$ cat config.mk
export PLATFORM = sky130hd
export DESIGN_NAME = ft245_ram_sender_flat
export DESIGN_NICKNAME = d
export VERILOG_FILES = /design/src/rtl/ft245_ram_sender_pkg.sv /design/src/rtl/ft245_ram_sender_if.sv /design/src/rtl/ft245_byte_writer.sv /design/src/rtl/ft245_ram_sender.sv /design/src/flat_wrapper.sv
export SDC_FILE = /design/constraint.sdc
export NUM_CORES = 1
export LEC_CHECK = 0
export CORE_ASPECT_RATIO = 0.9
export CORE_UTILIZATION = 45
export CTS_BUF_LIST = sky130_fd_sc_hd__clkbuf_2
export DETAILED_ROUTE_END_ITERATION = 10
export PLACE_DENSITY = 0.72
export SETUP_SLACK_MARGIN = 0.5
export SLEW_MARGIN = 5
export SYNTH_ARGS = -nofsm -noshare
export SYNTH_HDL_FRONTEND = slang
export SYNTH_SLANG_ARGS = --single-unit
$ cat constraint.sdc
create_clock -name clk -period 2.7 [get_ports clk]
set_clock_uncertainty 0.2 [all_clocks]
set_input_delay 0.54 -clock clk [delete_from_list [all_inputs] [get_ports clk]]
set_output_delay 0.54 -clock clk [all_outputs]
set_load 0.005 [all_outputs]
$ cat src/rtl/ft245_ram_sender_pkg.sv
// Shared constants for the capture-RAM to FT245 sender: state codes, frame header
// bytes, FT245 minimum write-strobe timing and a word-to-byte helper.
package ft245_ram_sender_pkg;

    localparam logic [2:0] ST_IDLE     = 3'd0;
    localparam logic [2:0] ST_FETCH    = 3'd1;
    localparam logic [2:0] ST_WAIT_TXE = 3'd2;
    localparam logic [2:0] ST_SETUP    = 3'd3;
    localparam logic [2:0] ST_PULSE    = 3'd4;
    localparam logic [2:0] ST_HOLD     = 3'd5;
    localparam logic [2:0] ST_NEXT     = 3'd6;
    localparam logic [2:0] ST_FIN      = 3'd7;

    localparam logic [7:0] HDR0_DEF = 8'hA5;
    localparam logic [7:0] HDR1_DEF = 8'h5A;

    localparam int FT_MIN_SETUP_CYCLES = 1;
    localparam int FT_MIN_PULSE_CYCLES = 3;

    // Little-endian byte pick: idx 0 is the ADC low byte, idx 3 the cos byte.
    function automatic logic [7:0] word_byte(input logic [31:0] w, input logic [1:0] idx);
        return w[{idx, 3'b000} +: 8];
    endfunction

endpackage

$ cat src/rtl/ft245_ram_sender_if.sv
// Capture-side and FT245-side signals of the RAM sender; master is the sender,
// slave is the surrounding capture block / pin driver.
interface ft245_ram_sender_if #(
    parameter int ADDR_WIDTH = 11
);
    logic                  start;
    logic [ADDR_WIDTH-1:0] ram_rd_addr;
    logic [31:0]           ram_data_out;
    logic                  ft_txe_n;
    logic                  ft_wr;
    logic [7:0]            ft_data;
    logic                  ft_data_oe;
    logic                  ft_rd_n;
    logic                  busy;
    logic                  done;

    modport master (
        input  start, ram_data_out, ft_txe_n,
        output ram_rd_addr, ft_wr, ft_data, ft_data_oe, ft_rd_n, busy, done
    );

    modport slave (
        output start, ram_data_out, ft_txe_n,
        input  ram_rd_addr, ft_wr, ft_data, ft_data_oe, ft_rd_n, busy, done
    );
endinterface

$ cat src/rtl/ft245_byte_writer.sv
// Writes one byte through the FT245 async write port: WAIT_TXE, SETUP, PULSE, HOLD.
// 1+SETUP+PULSE+1 cycles per byte with room; waits in WAIT_TXE while TXE# is high.
module ft245_byte_writer
    import ft245_ram_sender_pkg::*;
#(
    parameter int SETUP_CYCLES = FT_MIN_SETUP_CYCLES,
    parameter int PULSE_CYCLES = FT_MIN_PULSE_CYCLES
) (
    input  logic       clk,
    input  logic       rst_n,
    input  logic       req,
    input  logic [7:0] byte_in,
    input  logic       rel,
    input  logic       txe_n,
    output logic       ack,
    output logic       ft_wr,
    output logic [7:0] ft_data,
    output logic       ft_data_oe
);
    localparam logic [7:0] SETUP_LAST = 8'(SETUP_CYCLES - 1);
    localparam logic [7:0] PULSE_LAST = 8'(PULSE_CYCLES - 1);

    logic [1:0] txe_sync;
    logic [2:0] st;
    logic [7:0] cnt;

    // TXE# comes straight off the pins; reset to "full" so nothing leaves early.
    always_ff @(posedge clk or negedge rst_n) begin
        if (!rst_n) begin
            txe_sync <= 2'b11;
        end else begin
            txe_sync <= {txe_sync[0], txe_n};
        end
    end

    assign ack = (st == ST_HOLD);

    always_ff @(posedge clk or negedge rst_n) begin
        if (!rst_n) begin
            st         <= ST_WAIT_TXE;
            cnt        <= 8'd0;
            ft_wr      <= 1'b0;
            ft_data    <= 8'd0;
            ft_data_oe <= 1'b0;
        end else begin
            case (st)
                ST_WAIT_TXE: begin
                    if (req && !txe_sync[1]) begin
                        ft_data    <= byte_in;
                        ft_data_oe <= 1'b1;
                        cnt        <= 8'd0;
                        st         <= ST_SETUP;
                    end else if (rel) begin
                        ft_data_oe <= 1'b0;
                    end
                end
                ST_SETUP: begin
                    if (cnt == SETUP_LAST) begin
                        cnt   <= 8'd0;
                        ft_wr <= 1'b1;
                        st    <= ST_PULSE;
                    end else begin
                        cnt <= cnt + 8'd1;
                    end
                end
                ST_PULSE: begin
                    // Once committed the strobe always completes, whatever TXE# does.
                    if (cnt == PULSE_LAST) begin
                        ft_wr <= 1'b0;
                        st    <= ST_HOLD;
                    end else begin
                        cnt <= cnt + 8'd1;
                    end
                end
                ST_HOLD: st <= ST_WAIT_TXE;
                default: st <= ST_WAIT_TXE;
            endcase
        end
    end
endmodule

$ cat src/rtl/ft245_ram_sender.sv
// Streams a 2-byte header plus every capture-RAM word (4 bytes LE) to the FT245 after START.
// 7 cycles per byte plus RD_LATENCY+1 per word; stalls indefinitely while FT_TXE_N is high.
module ft245_ram_sender
    import ft245_ram_sender_pkg::*;
#(
    parameter int                    ADDR_WIDTH   = 11,
    parameter logic [ADDR_WIDTH-1:0] LAST_ADDR    = 11'd2047,
    parameter int                    RD_LATENCY   = 2,
    parameter int                    SETUP_CYCLES = FT_MIN_SETUP_CYCLES,
    parameter int                    PULSE_CYCLES = FT_MIN_PULSE_CYCLES,
    parameter logic [7:0]            HDR0         = HDR0_DEF,
    parameter logic [7:0]            HDR1         = HDR1_DEF
) (
    input  logic                 clk,
    input  logic                 rst_n,
    ft245_ram_sender_if.master   bus
);
    logic [2:0]            st;
    logic [ADDR_WIDTH-1:0] addr;
    logic [31:0]           word;
    logic [1:0]            byte_idx;
    logic [1:0]            hdr_phase;
    logic [7:0]            lat_cnt;
    logic                  busy;
    logic                  done;
    logic [7:0]            byte_val;
    logic                  ack;

    always_comb begin
        byte_val = word_byte(word, byte_idx);
        if (hdr_phase == 2'd2) begin
            byte_val = HDR0;
        end else if (hdr_phase == 2'd1) begin
            byte_val = HDR1;
        end
    end

    always_ff @(posedge clk or negedge rst_n) begin
        if (!rst_n) begin
            st        <= ST_IDLE;
            addr      <= '0;
            word      <= 32'd0;
            byte_idx  <= 2'd0;
            hdr_phase <= 2'd0;
            lat_cnt   <= 8'd0;
            busy      <= 1'b0;
            done      <= 1'b0;
        end else begin
            case (st)
                ST_IDLE: begin
                    if (bus.start) begin
                        addr      <= '0;
                        byte_idx  <= 2'd0;
                        hdr_phase <= 2'd2;
                        busy      <= 1'b1;
                        st        <= ST_WAIT_TXE;
                    end
                end
                ST_FETCH: begin
                    // addr changed on entry, so the word is valid after RD_LATENCY more edges.
                    if (lat_cnt == 8'(RD_LATENCY)) begin
                        word     <= bus.ram_data_out;
                        byte_idx <= 2'd0;
                        lat_cnt  <= 8'd0;
                        st       <= ST_WAIT_TXE;
                    end else begin
                        lat_cnt <= lat_cnt + 8'd1;
                    end
                end
                ST_WAIT_TXE: begin
                    if (ack) begin
                        st <= ST_NEXT;
                    end
                end
                ST_NEXT: begin
                    if (hdr_phase != 2'd0) begin
                        hdr_phase <= hdr_phase - 2'd1;
                        st        <= (hdr_phase == 2'd1) ? ST_FETCH : ST_WAIT_TXE;
                    end else if (byte_idx != 2'd3) begin
                        byte_idx <= byte_idx + 2'd1;
                        st       <= ST_WAIT_TXE;
                    end else if (addr == LAST_ADDR) begin
                        done <= 1'b1;
                        busy <= 1'b0;
                        st   <= ST_FIN;
                    end else begin
                        addr <= addr + ADDR_WIDTH'(1);
                        st   <= ST_FETCH;
                    end
                end
                ST_FIN: begin
                    done <= 1'b0;
                    st   <= ST_IDLE;
                end
                default: st <= ST_IDLE;
            endcase
        end
    end

    ft245_byte_writer #(
        .SETUP_CYCLES(SETUP_CYCLES),
        .PULSE_CYCLES(PULSE_CYCLES)
    ) u_writer (
        .clk        (clk),
        .rst_n      (rst_n),
        .req        (st == ST_WAIT_TXE),
        .byte_in    (byte_val),
        .rel        (st == ST_FIN),
        .txe_n      (bus.ft_txe_n),
        .ack        (ack),
        .ft_wr      (bus.ft_wr),
        .ft_data    (bus.ft_data),
        .ft_data_oe (bus.ft_data_oe)
    );

    assign bus.ram_rd_addr = addr;
    assign bus.busy        = busy;
    assign bus.done        = done;
    assign bus.ft_rd_n     = 1'b1;
endmodule
$ cat src/flat_wrapper.sv
// flat-port wrapper written by rule: the top's interface ports become plain ports
module ft245_ram_sender_flat import ft245_ram_sender_pkg::*;
#(
    parameter int                    ADDR_WIDTH   = 11,
    parameter logic [ADDR_WIDTH-1:0] LAST_ADDR    = 11'd2047,
    parameter int                    RD_LATENCY   = 2,
    parameter int                    SETUP_CYCLES = FT_MIN_SETUP_CYCLES,
    parameter int                    PULSE_CYCLES = FT_MIN_PULSE_CYCLES,
    parameter logic [7:0]            HDR0         = HDR0_DEF,
    parameter logic [7:0]            HDR1         = HDR1_DEF
)
  (clk, rst_n, bus_start, bus_ram_data_out, bus_ft_txe_n, bus_ram_rd_addr, bus_ft_wr, bus_ft_data, bus_ft_data_oe, bus_ft_rd_n, bus_busy, bus_done);
  ft245_ram_sender_if #(.ADDR_WIDTH(ADDR_WIDTH)) bus_i ();
  input  logic clk;
  input  logic rst_n;
  input wire logic [$bits(bus_i.start)-1:0] bus_start;
  input wire logic [$bits(bus_i.ram_data_out)-1:0] bus_ram_data_out;
  input wire logic [$bits(bus_i.ft_txe_n)-1:0] bus_ft_txe_n;
  output wire logic [$bits(bus_i.ram_rd_addr)-1:0] bus_ram_rd_addr;
  output wire logic [$bits(bus_i.ft_wr)-1:0] bus_ft_wr;
  output wire logic [$bits(bus_i.ft_data)-1:0] bus_ft_data;
  output wire logic [$bits(bus_i.ft_data_oe)-1:0] bus_ft_data_oe;
  output wire logic [$bits(bus_i.ft_rd_n)-1:0] bus_ft_rd_n;
  output wire logic [$bits(bus_i.busy)-1:0] bus_busy;
  output wire logic [$bits(bus_i.done)-1:0] bus_done;
  assign bus_i.start = bus_start;
  assign bus_i.ram_data_out = bus_ram_data_out;
  assign bus_i.ft_txe_n = bus_ft_txe_n;
  assign bus_ram_rd_addr = bus_i.ram_rd_addr;
  assign bus_ft_wr = bus_i.ft_wr;
  assign bus_ft_data = bus_i.ft_data;
  assign bus_ft_data_oe = bus_i.ft_data_oe;
  assign bus_ft_rd_n = bus_i.ft_rd_n;
  assign bus_busy = bus_i.busy;
  assign bus_done = bus_i.done;
  ft245_ram_sender #(.ADDR_WIDTH(ADDR_WIDTH), .LAST_ADDR(LAST_ADDR), .RD_LATENCY(RD_LATENCY), .SETUP_CYCLES(SETUP_CYCLES), .PULSE_CYCLES(PULSE_CYCLES), .HDR0(HDR0), .HDR1(HDR1)) u_core (.clk(clk), .rst_n(rst_n), .bus(bus_i));
endmodule
==> flow_results.xml <==
<?xml version="1.0" encoding="UTF-8"?>
<metrics>
  <group name="run_status">
    <metric name="outcome" unit="">finished clean</metric>
  </group>
  <group name="clock_network">
    <metric name="cts_root_buffer" unit="">sky130_fd_sc_hd__clkbuf_2</metric>
    <metric name="clkTransAtPathRegs" unit="ns">0.21</metric>
    <metric name="worstSkewPairLatency" unit="ns">0.54</metric>
    <metric name="cts_made_buffers" unit="">9</metric>
    <metric name="clkSinkCount" unit="">83</metric>
    <metric name="cts.path.max_buffers" unit="">2</metric>
    <metric name="cts-htree-levels" unit="">3</metric>
    <metric name="cts_tree" unit="">yes</metric>
  </group>
  <group name="sta">
    <metric name="postLayoutSetupSlackWorst" unit="ns">0.561</metric>
    <metric name="report.final.hold_viol_count" unit="">0</metric>
    <metric name="setup_viol_count_final" unit="">0</metric>
    <metric name="post-route-min-period" unit="ns">2.14</metric>
    <metric name="timing.final.crit_share" unit="%">79.2</metric>
    <metric name="timing_worst_slew_pin_value" unit="ns">0.683</metric>
    <metric name="worst_slew_margin_rel" unit="%">54.4</metric>
    <metric name="max_freq" unit="GHz">0.467</metric>
    <metric name="grt_setup_unrepaired" unit="">true</metric>
    <metric name="tns" unit="ns">0</metric>
    <metric name="final-max-slew-violation-count" unit="">0</metric>
  </group>
  <group name="logic_synthesis">
    <metric name="netlist_instances" unit="">343</metric>
    <metric name="postSynth.asyncResetShare" unit="%">100</metric>
    <metric name="yosys.area.top_type_share" unit="%">50.7</metric>
    <metric name="yosys_register_bits" unit="">83</metric>
    <metric name="netlist-cell-type-count" unit="">48</metric>
    <metric name="dominantRegCellSynth" unit="">sky130_fd_sc_hd__dfrtp_1</metric>
    <metric name="ys.warnings.count" unit="">0</metric>
    <metric name="mappedNetlistArea" unit="sq um">3950</metric>
    <metric name="synth-seq-area-share" unit="%">52.7</metric>
    <metric name="leading_cell_type_by_number_of_instances_after_synthesis" unit="">sky130_fd_sc_hd__dfrtp_1</metric>
    <metric name="synth_commonest_cells" unit="">sky130_fd_sc_hd__dfrtp_1, sky130_fd_sc_hd__mux2_2, sky130_fd_sc_hd__nor2_1</metric>
    <metric name="syn-mean-instance-area" unit="sq um">11.5</metric>
    <metric name="netlist_top_cells_area" unit="">sky130_fd_sc_hd__dfrtp_1, sky130_fd_sc_hd__mux2_2, sky130_fd_sc_hd__mux4_2</metric>
    <metric name="synth_nets" unit="">389</metric>
    <metric name="synthDominantAreaCellType" unit="">sky130_fd_sc_hd__dfrtp_1</metric>
    <metric name="synth_edf_count" unit="">0</metric>
  </group>
  <group name="placement">
    <metric name="place.gp.congestion" unit="">0.743</metric>
    <metric name="post_place_worst_slack" unit="ns">-0.0697</metric>
    <metric name="place.detailed.hpwl" unit="um">5550</metric>
    <metric name="numPlacedInstances" unit="">513</metric>
    <metric name="quantity_of_i_o_buffers_inserted_on_ports" unit="">58</metric>
  </group>
  <group name="worst_setup_path">
    <metric name="worst_r2r_path_depth" unit="">5</metric>
    <metric name="criticalPathCategory" unit="">in -&gt; reg</metric>
    <metric name="biggest_cell_delay_along_the_critical_path" unit="ns">0.51</metric>
    <metric name="timing.critical_path.slowest_stage_cell" unit="">sky130_fd_sc_hd__clkdlybuf4s50_1</metric>
    <metric name="cp.required" unit="ns">2.96</metric>
    <metric name="worstPathCellList" unit="">clkdlybuf4s50_1 &gt; or3b_4 &gt; a211o_4 &gt; nor4b_4 &gt; xnor2_1 &gt; nor2_1</metric>
    <metric name="worst_setup_path_start_kind" unit="">primary input</metric>
    <metric name="crit_arrival" unit="ns">2.40</metric>
    <metric name="r2r-end" unit="">u_core.bus.ram_rd_addr[6]$_DFFE_PN0P_</metric>
    <metric name="reg2reg_setup_slack" unit="ns">0.57</metric>
    <metric name="worstPathMaxFanout" unit="">8</metric>
    <metric name="r2r_start" unit="">u_core.st[2]$_DFFE_PN0P_</metric>
    <metric name="kind_of_end_point_of_the_critical_path" unit="">register</metric>
  </group>
  <group name="worst_hold_path">
    <metric name="timing.hold.worst.class" unit="">reg -&gt; reg</metric>
    <metric name="min-delay-start" unit="">u_core.u_writer.txe_sync[0]$_DFF_PN1_</metric>
    <metric name="holdPathStages" unit="">0</metric>
    <metric name="min_delay_worst_endpoint" unit="">u_core.u_writer.txe_sync[1]$_DFF_PN1_</metric>
  </group>
  <group name="pwr">
    <metric name="power" unit="uW">3370</metric>
    <metric name="power_per_cell_area" unit="nW/um^2">662</metric>
    <metric name="vdd_drop_max" unit="mV">0.277</metric>
    <metric name="static-leakage-power" unit="uW">0.00225</metric>
  </group>
  <group name="drt">
    <metric name="vias_per_cell" unit="">5.25</metric>
    <metric name="remaining_drc_errors" unit="">0</metric>
    <metric name="final_antenna_net_count" unit="">0</metric>
    <metric name="num_vias" unit="">2899</metric>
    <metric name="finalWirelength" unit="um">7960</metric>
    <metric name="drt_iter0_drc" unit="">123</metric>
    <metric name="routed_wirelength_normalized_by_instance_count" unit="um">14.4</metric>
    <metric name="drt_first_pass_iters" unit="">4</metric>
  </group>
  <group name="finish">
    <metric name="finish.utilization" unit="%">59.8</metric>
    <metric name="layoutNonFillerInstCount" unit="">552</metric>
    <metric name="final_net_count" unit="">475</metric>
    <metric name="synthToLayoutAreaGrowth" unit="%">29.0</metric>
    <metric name="fraction_of_layout_instances_using_a_drive_strength_above_1" unit="%">27.3</metric>
    <metric name="antenna_cells_inserted" unit="">0</metric>
  </group>
  <group name="grt">
    <metric name="grt_first_pass_wirelength" unit="um">13300</metric>
    <metric name="antenna_found_initial" unit="">0</metric>
    <metric name="grt_start_max_net_pins" unit="">51</metric>
    <metric name="groute.usage.overall" unit="%">18.8</metric>
    <metric name="grt_overflow_total" unit="">0</metric>
    <metric name="first_global_vias" unit="">2905</metric>
  </group>
  <group name="floorplanning">
    <metric name="full_die_area" unit="sq um">9160</metric>
    <metric name="core.rowCount" unit="">32</metric>
    <metric name="die_span_y" unit="um">90.9</metric>
    <metric name="io_pins" unit="">60</metric>
    <metric name="initial_utilization" unit="%">46.3</metric>
    <metric name="core" unit="sq um">8530</metric>
    <metric name="die_x" unit="um">101</metric>
  </group>
  <group name="flow_run">
    <metric name="max_capacitance_violation_count" unit="">0</metric>
  </group>
</metrics>
-- sequential cells by signal, indices dropped and copies added (netlist names) --
| signal | cells |
|---|---|
| u_core.lat_cnt | 8 |
| u_core.word | 32 |
| u_core.u_writer.st | 3 |
| u_core.hdr_phase | 2 |
| u_core.u_writer.txe_sync | 2 |
| u_core.u_writer.ft_wr | 1 |
| u_core.u_writer.ft_data | 8 |
| u_core.st | 3 |
| u_core.bus.busy | 1 |
| u_core.bus.done | 1 |
| u_core.bus.ram_rd_addr | 11 |
| u_core.u_writer.ft_data_oe | 1 |
| u_core.u_writer.cnt | 8 |
| u_core.byte_idx | 2 |
-- cells in the final DEF, fill, tap and decap left out, types with 3 or more instances in the layout --
cell type                          n
sky130_fd_sc_hd__nor2b_1           3
sky130_fd_sc_hd__dfstp_2           3
sky130_fd_sc_hd__dlygate4sd2_1    18
sky130_fd_sc_hd__ha_1              8
sky130_fd_sc_hd__clkdlybuf4s50_1  34
sky130_fd_sc_hd__o31ai_1           7
sky130_fd_sc_hd__and3_1            3
sky130_fd_sc_hd__o21ai_0          13
sky130_fd_sc_hd__nor2_1           31
sky130_fd_sc_hd__xnor2_1          11
sky130_fd_sc_hd__nand2_1          26
sky130_fd_sc_hd__mux2_2           34
sky130_fd_sc_hd__buf_4            29
sky130_fd_sc_hd__nand3_1          11
sky130_fd_sc_hd__o21a_1            3
sky130_fd_sc_hd__xor2_1            7
sky130_fd_sc_hd__nor4_4            4
sky130_fd_sc_hd__nor3b_1           3
sky130_fd_sc_hd__mux4_2            8
sky130_fd_sc_hd__nand4_1           4
sky130_fd_sc_hd__a21oi_1          10
sky130_fd_sc_hd__dlymetal6s2s_1    5
sky130_fd_sc_hd__clkbuf_2          9
sky130_fd_sc_hd__nor3_1            3
sky130_fd_sc_hd__and2_1            3
sky130_fd_sc_hd__dfrtp_2           5
sky130_fd_sc_hd__dfrtp_1          75
sky130_fd_sc_hd__inv_1             9
sky130_fd_sc_hd__nand2b_1          3
sky130_fd_sc_hd__o2111ai_1         3
sky130_fd_sc_hd__a31oi_1           3
-- per-layer routing --
metal	global-route usage, %	vias up	part of all wire, %
met5	0	-	0
met2	30.3	65	48
met3	5.50	11	4.2
met1	24.3	1431	47
met4	6.04	0	1.2
li1	-	1392	-
-- worst max-delay path by stage --
| stage | startpoint | endpoint | slack, ns |
|---|---|---|---|
| after floorplan | bus_start | u_core.bus.ram_rd_addr[7]$_DFFE_PN0P_ | 0.59 |
| after global placement | bus_start | u_core.bus.ram_rd_addr[8]$_DFFE_PN0P_ | 0.02 |
| after detailed placement | bus_start | u_core.bus.ram_rd_addr[9]$_DFFE_PN0P_ | -0.07 |
| after CTS | u_core.bus.ram_rd_addr[8]$_DFFE_PN0P_ | bus_ram_rd_addr[8] | 0.46 |
| after global routing | u_core.st[1]$_DFFE_PN0P_ | u_core.bus.ram_rd_addr[8]$_DFFE_PN0P_ | 0.48 |
| final | bus_start | u_core.bus.ram_rd_addr[6]$_DFFE_PN0P_ | 0.56 |
-- area by class of cell --
cell class	instances	area, sq um
fillers	714	3430
flip-flops and latches	83	2090
multi-input cells	237	1900
repair buffers	89	820
well taps	119	149
clock inverters	6	66.3
clock buffers	9	45.0
inverters	9	33.8
-- what timing repair did --
action	in CTS	in global routing
hold endpoints to repair	33	0
hold buffers	1	0
endpoints found under the setup margin	35	65
cloned	0	0
pin swaps	1	2
buffers inserted	17	6
resized for setup	24	27
-- per-stage QoR --
stage / hold slack (ns) / instance area (sq um)
4_1_cts: 0.171 / 4930
3_5_place_dp: 0.148 / 4680
6_report: 0.169 / 5100
2_1_floorplan: 0.0444 / 3950
3_3_place_gp: 0.147 / 4680
5_1_grt: 0.172 / 5100
-- logic make-up (layout without fill, tap and decap cells) --
family | count (synthesis) | after routing | share of synthesized area [%]
adder cells (fa/ha/maj) | 10 | 10 | 3.17
AND/OR/NAND/NOR | 111 | 111 | 14.2
buffers and inverters | 23 | 113 | 2.47
AO/OA/AOI/OAI | 55 | 55 | 9.12
flip-flops | 83 | 83 | 52.7
XOR/XNOR | 18 | 18 | 3.99
other | 1 | 1 | 0.0949
multiplexers | 42 | 42 | 14.2
-- power breakdown --
group	total, uW	internal [uW]	switching [uW]	leakage, uW
clock network	640	212	428	0.0000721
logic	1170	614	557	0.00116
registers	1560	1430	133	0.00102
total	3370	2260	1120	0.00225
-- worst max-delay path: cells and delay by family --
family | cells | cell delay (ns)
xor+xnor | 1 | 0.15
buf+inv | 1 | 0.51
simple gates | 3 | 0.77
compound gates | 1 | 0.42
Note: power is estimated with default switching activity, not from simulation.
